--- src/rtl/micros_alarm_pkg.sv ---
// Shared types for the microsecond alarm scheduler: timebase width, scan FSM states, time value.
package micros_alarm_pkg;

    localparam int DEF_TIME_W = 32;

    typedef enum logic {
        SCAN = 1'b0,
        FIRE = 1'b1
    } sched_state_t;

    typedef logic [DEF_TIME_W-1:0] time_t;

endpackage

--- src/rtl/micros_deadline_cmp.sv ---
// Wrap-safe deadline compare: a slot is due once (micros - deadline) is non-negative as a signed value.
module micros_deadline_cmp
    import micros_alarm_pkg::*;
#(
    parameter int TIME_W = DEF_TIME_W
) (
    input  logic [TIME_W-1:0] micros_i,
    input  logic [TIME_W-1:0] deadline_i,
    input  logic              armed_i,
    output logic              expired_o
);

    logic [TIME_W-1:0] diff;

    assign diff      = micros_i - deadline_i;
    assign expired_o = armed_i && !diff[TIME_W-1];

endmodule

--- src/rtl/micros_alarm_scheduler.sv ---
// Round-robin alarm scheduler sharing one deadline comparator over NUM_SLOTS one-shot/periodic slots.
// Optional saturating periodic-overrun counter under `MICROS_ALARM_OVERRUN_CNT_EN.
module micros_alarm_scheduler
    import micros_alarm_pkg::*;
#(
    parameter int NUM_SLOTS = 4,
    parameter int SLOT_W    = $clog2(NUM_SLOTS),
    parameter int TIME_W    = DEF_TIME_W
) (
    input  logic                 clk,
    input  logic                 reset,
    input  logic [TIME_W-1:0]    micros,
    input  logic                 arm_valid,
    output logic                 arm_ready,
    input  logic [SLOT_W-1:0]    arm_slot,
    input  logic [TIME_W-1:0]    arm_delay,
    input  logic                 arm_periodic,
    input  logic                 cancel_valid,
    input  logic [SLOT_W-1:0]    cancel_slot,
    output logic                 fire_valid,
    output logic [SLOT_W-1:0]    fire_slot,
    input  logic                 fire_ready,
    output logic [NUM_SLOTS-1:0] armed
`ifdef MICROS_ALARM_OVERRUN_CNT_EN
    ,
    output logic [7:0]           overrun_cnt,
    input  logic                 overrun_clr
`endif
);

    // Handshakes: arm transfers on arm_valid && arm_ready, fire on fire_valid && fire_ready;
    // valid may not depend on ready, and fire_slot stays stable while fire_valid waits.

    sched_state_t         state_q, state_d;
    logic [SLOT_W-1:0]    scan_ptr_q, scan_ptr_d;
    logic [SLOT_W-1:0]    fire_slot_q, fire_slot_d;
    logic [NUM_SLOTS-1:0] armed_q, armed_d;
    logic [NUM_SLOTS-1:0] periodic_q, periodic_d;
    logic [TIME_W-1:0]    deadline_q [NUM_SLOTS];
    logic [TIME_W-1:0]    deadline_d [NUM_SLOTS];
    logic [TIME_W-1:0]    period_q   [NUM_SLOTS];
    logic [TIME_W-1:0]    period_d   [NUM_SLOTS];

    logic [TIME_W-1:0]    reload_deadline;
    logic [TIME_W-1:0]    cmp_deadline;
    logic                 cmp_armed;
    logic                 cmp_expired;
    logic                 cancel_hit_scan;
    logic                 cancel_hit_fire;

    function automatic logic [SLOT_W-1:0] next_slot(input logic [SLOT_W-1:0] p);
        if (p == SLOT_W'(NUM_SLOTS - 1)) return '0;
        return p + 1'b1;
    endfunction

    assign reload_deadline = deadline_q[fire_slot_q] + period_q[fire_slot_q];
    assign cancel_hit_scan = cancel_valid && (cancel_slot == scan_ptr_q);
    assign cancel_hit_fire = cancel_valid && (cancel_slot == fire_slot_q);

    // In FIRE the comparator is borrowed to ask whether the reloaded deadline is already due.
    always_comb begin
        cmp_deadline = deadline_q[scan_ptr_q];
        cmp_armed    = armed_q[scan_ptr_q];
        if (state_q == FIRE) begin
            cmp_deadline = reload_deadline;
            cmp_armed    = 1'b1;
        end
    end

    micros_deadline_cmp #(.TIME_W(TIME_W)) u_cmp (
        .micros_i   (micros),
        .deadline_i (cmp_deadline),
        .armed_i    (cmp_armed),
        .expired_o  (cmp_expired)
    );

    always_comb begin
        state_d     = state_q;
        scan_ptr_d  = scan_ptr_q;
        fire_slot_d = fire_slot_q;
        armed_d     = armed_q;
        periodic_d  = periodic_q;
        deadline_d  = deadline_q;
        period_d    = period_q;

        case (state_q)
            SCAN: begin
                if (cmp_expired && !cancel_hit_scan) begin
                    fire_slot_d = scan_ptr_q;
                    state_d     = FIRE;
                end else begin
                    scan_ptr_d = next_slot(scan_ptr_q);
                end
            end
            FIRE: begin
                if (cancel_hit_fire) begin
                    state_d    = SCAN;
                    scan_ptr_d = next_slot(fire_slot_q);
                end else if (fire_ready) begin
                    if (periodic_q[fire_slot_q]) deadline_d[fire_slot_q] = reload_deadline;
                    else                         armed_d[fire_slot_q]    = 1'b0;
                    state_d    = SCAN;
                    scan_ptr_d = next_slot(fire_slot_q);
                end
            end
            default: state_d = SCAN;
        endcase

        if (arm_valid && arm_ready) begin
            deadline_d[arm_slot] = micros + arm_delay;
            period_d[arm_slot]   = arm_delay;
            periodic_d[arm_slot] = arm_periodic;
            armed_d[arm_slot]    = 1'b1;
        end

        // Applied last so a same-cycle cancel overrides an arm of the same slot.
        if (cancel_valid) armed_d[cancel_slot] = 1'b0;
    end

    always_ff @(posedge clk) begin
        if (reset) begin
            state_q     <= SCAN;
            scan_ptr_q  <= '0;
            fire_slot_q <= '0;
            armed_q     <= '0;
            periodic_q  <= '0;
            for (int i = 0; i < NUM_SLOTS; i++) begin
                deadline_q[i] <= '0;
                period_q[i]   <= '0;
            end
        end else begin
            state_q     <= state_d;
            scan_ptr_q  <= scan_ptr_d;
            fire_slot_q <= fire_slot_d;
            armed_q     <= armed_d;
            periodic_q  <= periodic_d;
            deadline_q  <= deadline_d;
            period_q    <= period_d;
        end
    end

    assign arm_ready  = (state_q == SCAN);
    assign fire_valid = (state_q == FIRE);
    assign fire_slot  = fire_slot_q;
    assign armed      = armed_q;

`ifdef MICROS_ALARM_OVERRUN_CNT_EN
    logic       overrun_inc;
    logic [7:0] overrun_cnt_q;

    assign overrun_inc = (state_q == FIRE) && fire_ready && !cancel_hit_fire
                         && periodic_q[fire_slot_q] && cmp_expired;

    always_ff @(posedge clk) begin
        if (reset) begin
            overrun_cnt_q <= '0;
        end else if (overrun_inc) begin
            if (overrun_cnt_q != 8'hFF) overrun_cnt_q <= overrun_cnt_q + 8'd1;
        end else if (overrun_clr) begin
            overrun_cnt_q <= '0;
        end
    end

    assign overrun_cnt = overrun_cnt_q;
`endif

endmodule
--- config.mk ---
export PLATFORM = sky130hd
export DESIGN_NAME = micros_alarm_scheduler
export DESIGN_NICKNAME = d
export VERILOG_FILES = /design/src/rtl/micros_alarm_pkg.sv /design/src/rtl/micros_deadline_cmp.sv /design/src/rtl/micros_alarm_scheduler.sv
export SDC_FILE = /design/constraint.sdc
export NUM_CORES = 1
export LEC_CHECK = 0
export ABC_CLOCK_PERIOD_IN_PS = 5500
export BUFFER_PORTS_ARGS = -buffer_cell sky130_fd_sc_hd__buf_2
export CAP_MARGIN = 20
export CELL_PAD_IN_SITES_DETAIL_PLACEMENT = 0
export CELL_PAD_IN_SITES_GLOBAL_PLACEMENT = 2
export CORE_UTILIZATION = 25
export DETAILED_ROUTE_END_ITERATION = 10
export GPL_TIMING_DRIVEN = 0
export PLACE_DENSITY = 0.67
export SLEW_MARGIN = 10
export SYNTH_ARGS = -nofsm -noshare
export SYNTH_HDL_FRONTEND = slang
export SYNTH_SLANG_ARGS = --single-unit
--- constraint.sdc ---
create_clock -name clk -period 5.5 [get_ports clk]
set_clock_uncertainty 0.1 [all_clocks]
set_input_delay 0 -clock clk [delete_from_list [all_inputs] [get_ports clk]]
set_output_delay 0 -clock clk [all_outputs]
set_load 0.05 [all_outputs]
==> results.py, run 1 <==
metrics = {
    "worst_setup_path": {
        "critPathLaunchType": "flop",
        "crit_type": "reg2reg",
        "end_kind": "flop",
        "worstPathArrival_ps": 6240,
        "cp_max_fo": 7,
        "required_ps": 5820,
    },
    "floorplanning": {
        "die_area_mm2": 0.0710,
        "chipHeight_um": 266,
        "rows": 96,
        "dieWidth_um": 266,
        "initial_core_util_pct": 25.4,
        "ios": 82,
        "coreArea_mm2": 0.0689,
    },
    "finish": {
        "fillers": 7321,
        "stdcell_count": 3260,
        "num-nets-final": 2474,
        "finish.utilization_pct": 32.0,
        "final_area_mm2": 0.0220,
        "syn2layout_area_growth_pct": 26.0,
        "drive_gt1_share_pct": 18.0,
        "multiInputGateArea_mm2": 0.0119,
        "diodes": 0,
        "register_area_mm2": 0.00539,
    },
    "place": {
        "post_dp_cell_area_mm2": 0.0191,
        "dpl.hpwl_mm": 63.0,
        "placed_cells": 3101,
        "numPortBuffers": 79,
        "pre_cts_ws_ps": -2130,
        "place.gp.congestion": 0.910,
    },
    "sta": {
        "max_freq_mhz": 169,
        "tns_ps": -1840,
        "slew_headroom_pct": 15.1,
        "finalSetupViolCount": 5,
        "min_period_ps": 5920,
        "finalHoldViolCount": 0,
        "finalCritPeriodShare_pct": 108,
        "worstMarginPinSlew_ps": 1270,
        "fin_ws_ps": -418,
        "rsz0062_at_grt": "yes",
        "drv_slew": 0,
    },
    "pwr": {
        "leakage_nw": 7.93,
        "cellPowerDensity_mw_per_mm2": 295,
        "irDropWorstVdd_mv": 0.150,
    },
    "detailed_routing": {
        "num_vias": 18000,
        "detail_route.wl_per_cell_um": 26.9,
        "wl_mm": 87.6,
        "antenna_left": 0,
        "drc": 0,
        "drtIter0Drc": 1767,
        "dr.pass1.iters": 5,
        "via_per_inst": 5.52,
    },
    "logic_synthesis": {
        "yosys_warnings": 0,
        "synthCells": 2088,
        "netlist.top_cell.by_area": "dfxtp_1",
        "synthMuxAreaShare_pct": 14.4,
        "synth.avg_cell_area_um2": 8.37,
        "async_flop_share_pct": 0,
        "ys_seq_elements": 269,
        "synth_seq_area_share_pct": 30.8,
        "synth_top_area_share_pct": 30.8,
        "netlist_area_mm2": 0.0175,
        "synth_fa_ha_area_share_pct": 7.17,
        "syn_nets": 2261,
        "synth_top_family_by_area": "compound AO/OA/AOI/OAI gates",
        "ys.flop_type": "dfxtp_1",
        "synth.distinct_cells": 77,
        "synth-compound-area-share_pct": 22.0,
        "synth-edff-count": 0,
        "yosys.area_share.simple_pct": 18.4,
        "synth_xor_area_share_pct": 3.09,
        "ys_top_cells_by_area": "dfxtp_1 31%, mux4_2 12%, nand2_1 9.5%",
    },
    "hold_path": {
        "hp-class": "in2reg",
    },
    "global_route": {
        "antenna_found_initial": 1,
        "overflow": 0,
        "grt_start_max_net_pins": 12,
        "grt_pass1_wl_mm": 125,
        "track_usage_pct": 24.5,
        "grt_pass1_vias": 17300,
    },
    "status": {
        "status": "finished with violations",
        "violations": "setup timing",
    },
    "clock_network": {
        "clockBufferDepth": 3,
        "cts_max_level": 2,
        "cts_tree": "done",
        "clkTransAtPathRegs_ps": 60,
        "cts_made_buffers": 38,
        "clk_latency_ps": 580,
        "cts.sinks": 269,
        "clock-root-buffer": "clkbuf_16",
    },
    "job": {
        "maxCapViolCount": 0,
    },
}
-- report_power, final --
part / total (W) / internal, W / switching [W] / leakage, nW
clock: 0.00264 / 0.00161 / 0.00103 / 0.644
sequential: 0.00212 / 0.00205 / 0.0000699 / 2.19
combinational: 0.00173 / 0.000645 / 0.00108 / 5.09
total: 0.00649 / 0.00430 / 0.00219 / 7.93
-- cells in the final DEF, fill, tap and decap left out, drive strengths merged, types with 10 or more instances in the layout --
cell type and n:
a31oi 13, and3 19, xnor2 43, nand3 24
ha 97, and2 17, a221oi 12, o21a 11
o21ai 57, clkbuf 174, a211oi 83, mux4 96
nor3 33, nor2b 10, dlygate4sd3 48, nor2 149
a21oi 275, nand4 20, dfxtp 269, a2111oi 16
o211ai 12, buf 167, mux2i 34, nand2 442
a311oi 31, inv 27, a21o 36, xor2 17
nand2b 16
-- critical path, stage by stage (launching register included) --
cell and delay (ps):
dfxtp_4 390, buf_12 170, mux4_2 560, ha_4 190
fa_2 380, a211o_1 310, a21oi_4 210, o21ai_4 110
a21oi_2 150, buf_6 150, o2bb2ai_4 110, a41oi_4 320
o21ai_4 130, xnor2_4 180, o21a_2 250, ha_4 290
nand4_1 160, nor3_2 270, nand4_1 210, o21bai_4 370
mux2i_4 420, mux2i_1 230, nor2_1 60
-- path summary, 6_finish.rpt --
| kind | from | end | slack [ps] | cells after the start |
|---|---|---|---|---|
| worst max-delay path | fire_slot[0] | fire_slot[0] | -420 | 22 |
| worst min-delay path | micros[3] | deadline_q[3] | 30 | 5 |
| worst min register to register | periodic_q[2] | periodic_q[2] | 350 | 2 |
| worst max register to register | fire_slot[0] | fire_slot[0] | -420 | 22 |
-- state kept, by name (all words and copies together) (netlist names) --
name,flops
periodic_q,4
deadline_q,128
period_q,128
armed,4
scan_ptr_q,2
fire_slot,2
fire_valid,1
-- area by class of cell --
type                       count  share of cell area, %
clock inverter                12                  0.823
multi-input combinational   1633                   54.2
timing repair buffer         175                   6.04
buffer                       158                   3.59
tap                          931                   5.29
inverter                      26                  0.443
sequential                   269                   24.5
clock buffer                  56                   5.12
-- stage by stage --
step,power (W),hold WS [ps]
after global routing,0.00670,72.3
final,0.00649,32.8
after detailed placement,0.00371,192
after floorplan,0.00312,19.9
after CTS,0.00646,15.3
after global placement,0.00369,181
-- kinds of logic after synthesis --
family                   Yosys count
adder cells (fa/ha/maj)           99
AO/OA/AOI/OAI                    589
buffers and inverters            186
XOR/XNOR                          60
AND/OR/NAND/NOR                  754
flip-flops                       269
multiplexers                     131
-- synth_stat cells (33+ instances only) --
cell type and number:
xnor2_1 41, a21o_1 36, mux2i_1 33, clkbuf_1 118, nor2_1 149, dfxtp_1 269, mux4_2 96, a21oi_1 274
a211oi_1 81, nand2_1 442, nor3_1 33, ha_1 97, o21ai_0 51
-- timing repair --
item	CTS	global route
gates resized for setup	110	30
endpoints found under the setup margin	8	5
hold endpoints to repair	162	0
setup buffers	28	14
cloned	2	0
hold buffers	48	0
pin swaps	32	16
-- metal layers --
layer / vias up / GRT usage [%] / wire (um)
met4: 0 / 8.93 / 3160
li1: 8060 / - / -
met1: 8949 / 32.8 / 37700
met5: - / 0 / 0
met2: 807 / 38.8 / 39700
met3: 177 / 4.80 / 6990
(Power assumes the default switching activity.)
==> inputs of run 2 (changes only) <==
--- a/config.mk
+++ b/config.mk
@@ -5,6 +5,7 @@
 export SDC_FILE = /design/constraint.sdc
 export NUM_CORES = 1
 export LEC_CHECK = 0
+export ABC_AREA = 0
 export ABC_CLOCK_PERIOD_IN_PS = 5500
 export BUFFER_PORTS_ARGS = -buffer_cell sky130_fd_sc_hd__buf_2
 export CAP_MARGIN = 20
==> constraint.sdc (replaced) <==
create_clock -name clk -period 5.5 [get_ports clk]
set_clock_uncertainty 0.1 [all_clocks]
set_input_delay 0.55 -clock clk [delete_from_list [all_inputs] [get_ports clk]]
set_output_delay 0.55 -clock clk [all_outputs]
set_load 0.05 [all_outputs]
==> run 2 against run 1 <==
  * Clock power barely moved
  * Critical path depth increased by 2
  * Count of clock-buffer cells in the layout unchanged
  * Sequential power about the same
  * The flow still finishes with violations (setup timing)
  * Non-clock buffer count down 47
  * Via count shrank 0.52%
  * Sequential share of layout area rose by 0.51 points
  * Cell area shrank 2.1%
  * Final cell count decreased by 1.4%
  * Die area did not move
==> results.py, run 2 (synthesized netlist as in run 1, its figures left out) <==
metrics = {
    "pwr": {
        "switching_share_pct": 33.7,
        "p_switching_w": 0.00218,
        "irDropWorstVdd_mv": 0.152,
        "seq_power_share_pct": 32.8,
        "clkPwrFrac_pct": 40.9,
        "power_frac_comb_pct": 26.3,
        "p_int_w": 0.00428,
        "cellPowerDensity_mw_per_mm2": 300,
        "leakage_nw": 7.75,
    },
    "floorplanning": {
        "ios": 82,
        "chipHeight_um": 266,
        "die_area_mm2": 0.0710,
        "coreArea_mm2": 0.0689,
        "rows": 96,
        "dieWidth_um": 266,
        "initial_core_util_pct": 25.4,
    },
    "hold_path": {
        "hold-path-cell-count": 2,
        "hp-class": "in2reg",
    },
    "clock_network": {
        "cts_max_level": 2,
        "cts_made_buffers": 38,
        "clockBufferDepth": 3,
        "clock-root-buffer": "clkbuf_16",
        "cts_tree": "done",
        "cts.sinks": 269,
        "clkTransAtPathRegs_ps": 50,
        "clk_latency_ps": 580,
        "postCtsHoldBufs": 0,
    },
    "place": {
        "placed_cells": 3101,
        "dpl.hpwl_mm": 63.0,
        "numPortBuffers": 79,
        "place.gp.congestion": 0.910,
    },
    "global_route": {
        "grt_pass1_wl_mm": 124,
        "grt_pass1_vias": 17200,
        "overflow": 0,
        "grt_start_max_net_pins": 12,
        "track_usage_pct": 24.4,
        "antenna_found_initial": 1,
    },
    "sta": {
        "drv_slew": 0,
        "slew_headroom_pct": 12.1,
        "fin_ws_ps": -442,
        "finalSetupViolCount": 5,
        "finalHoldViolCount": 0,
        "max_freq_mhz": 168,
        "min_period_ps": 5940,
        "tns_ps": -1990,
        "finalCritPeriodShare_pct": 108,
        "rsz0062_at_grt": "yes",
        "worstMarginPinSlew_ps": 1320,
    },
    "worst_setup_path": {
        "end_kind": "flop",
        "path_depth": 24,
        "crit-reg2reg-launch": "fire_slot[0]",
        "crit_type": "reg2reg",
        "worstPathArrival_ps": 6260,
        "r2r_end": "fire_slot[1]",
        "crit_family": "multiplexers",
        "required_ps": 5820,
        "path_cells": "buf_12 -> buf_16 -> mux4_2 -> ha_4 -> and4_4 -> nand4_1 -> buf_4 -> a21oi_2 -> or2_1 -> buf_12 -> buf_4 -> or2_2 -> a31oi_4 -> xnor2_4 -> mux2i_1 -> ha_1 -> a21o_1 -> a21oi_1 -> o211ai_1 -> a221o_1 -> o21bai_4 -> mux2i_4 -> mux2i_1 -> nor2_1",
        "crit_slowest_cell": "mux4_2",
        "worstSetupEndpoint": "fire_slot[1]",
        "critPathLaunchType": "flop",
        "critPathLaunch": "fire_slot[0]",
        "r2r_slack_ps": -440,
        "cp_slowest_stage_delay_ps": 610,
        "rr_worst_depth": 24,
        "path_buf_inv": 5,
        "cp_max_fo": 7,
    },
    "detailed_routing": {
        "antenna_left": 0,
        "drtIter0Drc": 1796,
        "num_vias": 17900,
        "drt-met1-wl_mm": 37.3,
        "wl_mm": 87.6,
        "detail_route.wl_per_cell_um": 27.3,
        "met2_length_mm": 40.0,
        "dr.pass1.iters": 6,
        "drc": 0,
        "dr_wl_met3_mm": 7.31,
        "top_layer_used": "met4",
        "via_per_inst": 5.57,
    },
    "status": {
        "violations": "setup timing",
        "status": "finished with violations",
    },
    "finish": {
        "final_common_cell": "nand2_1",
        "num-nets-final": 2427,
        "diodes": 0,
        "stdcell_count": 3213,
        "register_area_mm2": 0.00539,
        "syn2layout_area_growth_pct": 23.4,
        "fillers": 7329,
        "drive_gt1_share_pct": 18.3,
        "multiInputGateArea_mm2": 0.0119,
        "top_regs": "deadline_q: 128 flops, period_q: 128 flops",
        "mostFrequentLayoutCells": "442 x nand2_1, 267 x a21oi_1, 267 x dfxtp_1",
    },
    "job": {
        "maxCapViolCount": 0,
    },
}
[run 2: layout make-up]
type | count | area share, %
Clock inverter | 12 | 0.841
Tap cell | 931 | 5.40
Buffer | 158 | 3.66
Multi-Input combinational cell | 1633 | 55.3
Clock buffer | 56 | 5.23
Sequential cell | 269 | 25.0
Timing Repair Buffer | 128 | 4.15
Inverter | 26 | 0.452
[run 2: power groups by stage]
stage	logic (W)	registers (W)	clock network, W
final	0.00170	0.00212	0.00264
after global routing	0.00181	0.00213	0.00274
after CTS	0.00165	0.00212	0.00267
after detailed placement	0.00155	0.00216	0
after global placement	0.00153	0.00215	0
after floorplan	0.000973	0.00214	0
[run 2: per-layer routing]
metal  vias up  global-route usage (%)
met2       909                    38.8
met5         -                       0
met3       173                    4.85
met1      8847                    32.6
met4         0                    8.74
li1       7971                       -
[run 2: how the worst min path moves through the flow]
stage | from | end
global route | arm_delay[7] | period_q[7]
finish | cancel_valid | armed[3]
CTS | arm_delay[7] | period_q[39]
floorplan | period_q[32] | period_q[32]
detailed placement | period_q[46] | period_q[46]
global placement | period_q[3] | period_q[3]
[run 2: repair_timing]
action                     CTS  global route
cloned                       2             1
buffers inserted            28            13
pin swaps                   32            16
setup endpoints to repair    8             5
gates resized for setup    110            30
[run 2: stage by stage]
stage                     util [%]  setup slack [ps]  power (W)  cell area (um2)  hold slack [ps]
after floorplan                  -              2.67    0.00312            17500              333
after global placement        27.7             -2100    0.00369            19100              339
after detailed placement      27.7             -2130    0.00371            19100              346
after CTS                     30.9              -435    0.00643            21300              129
after global routing          31.3              -660    0.00668            21600              150
final                         31.3              -442    0.00647            21600              149
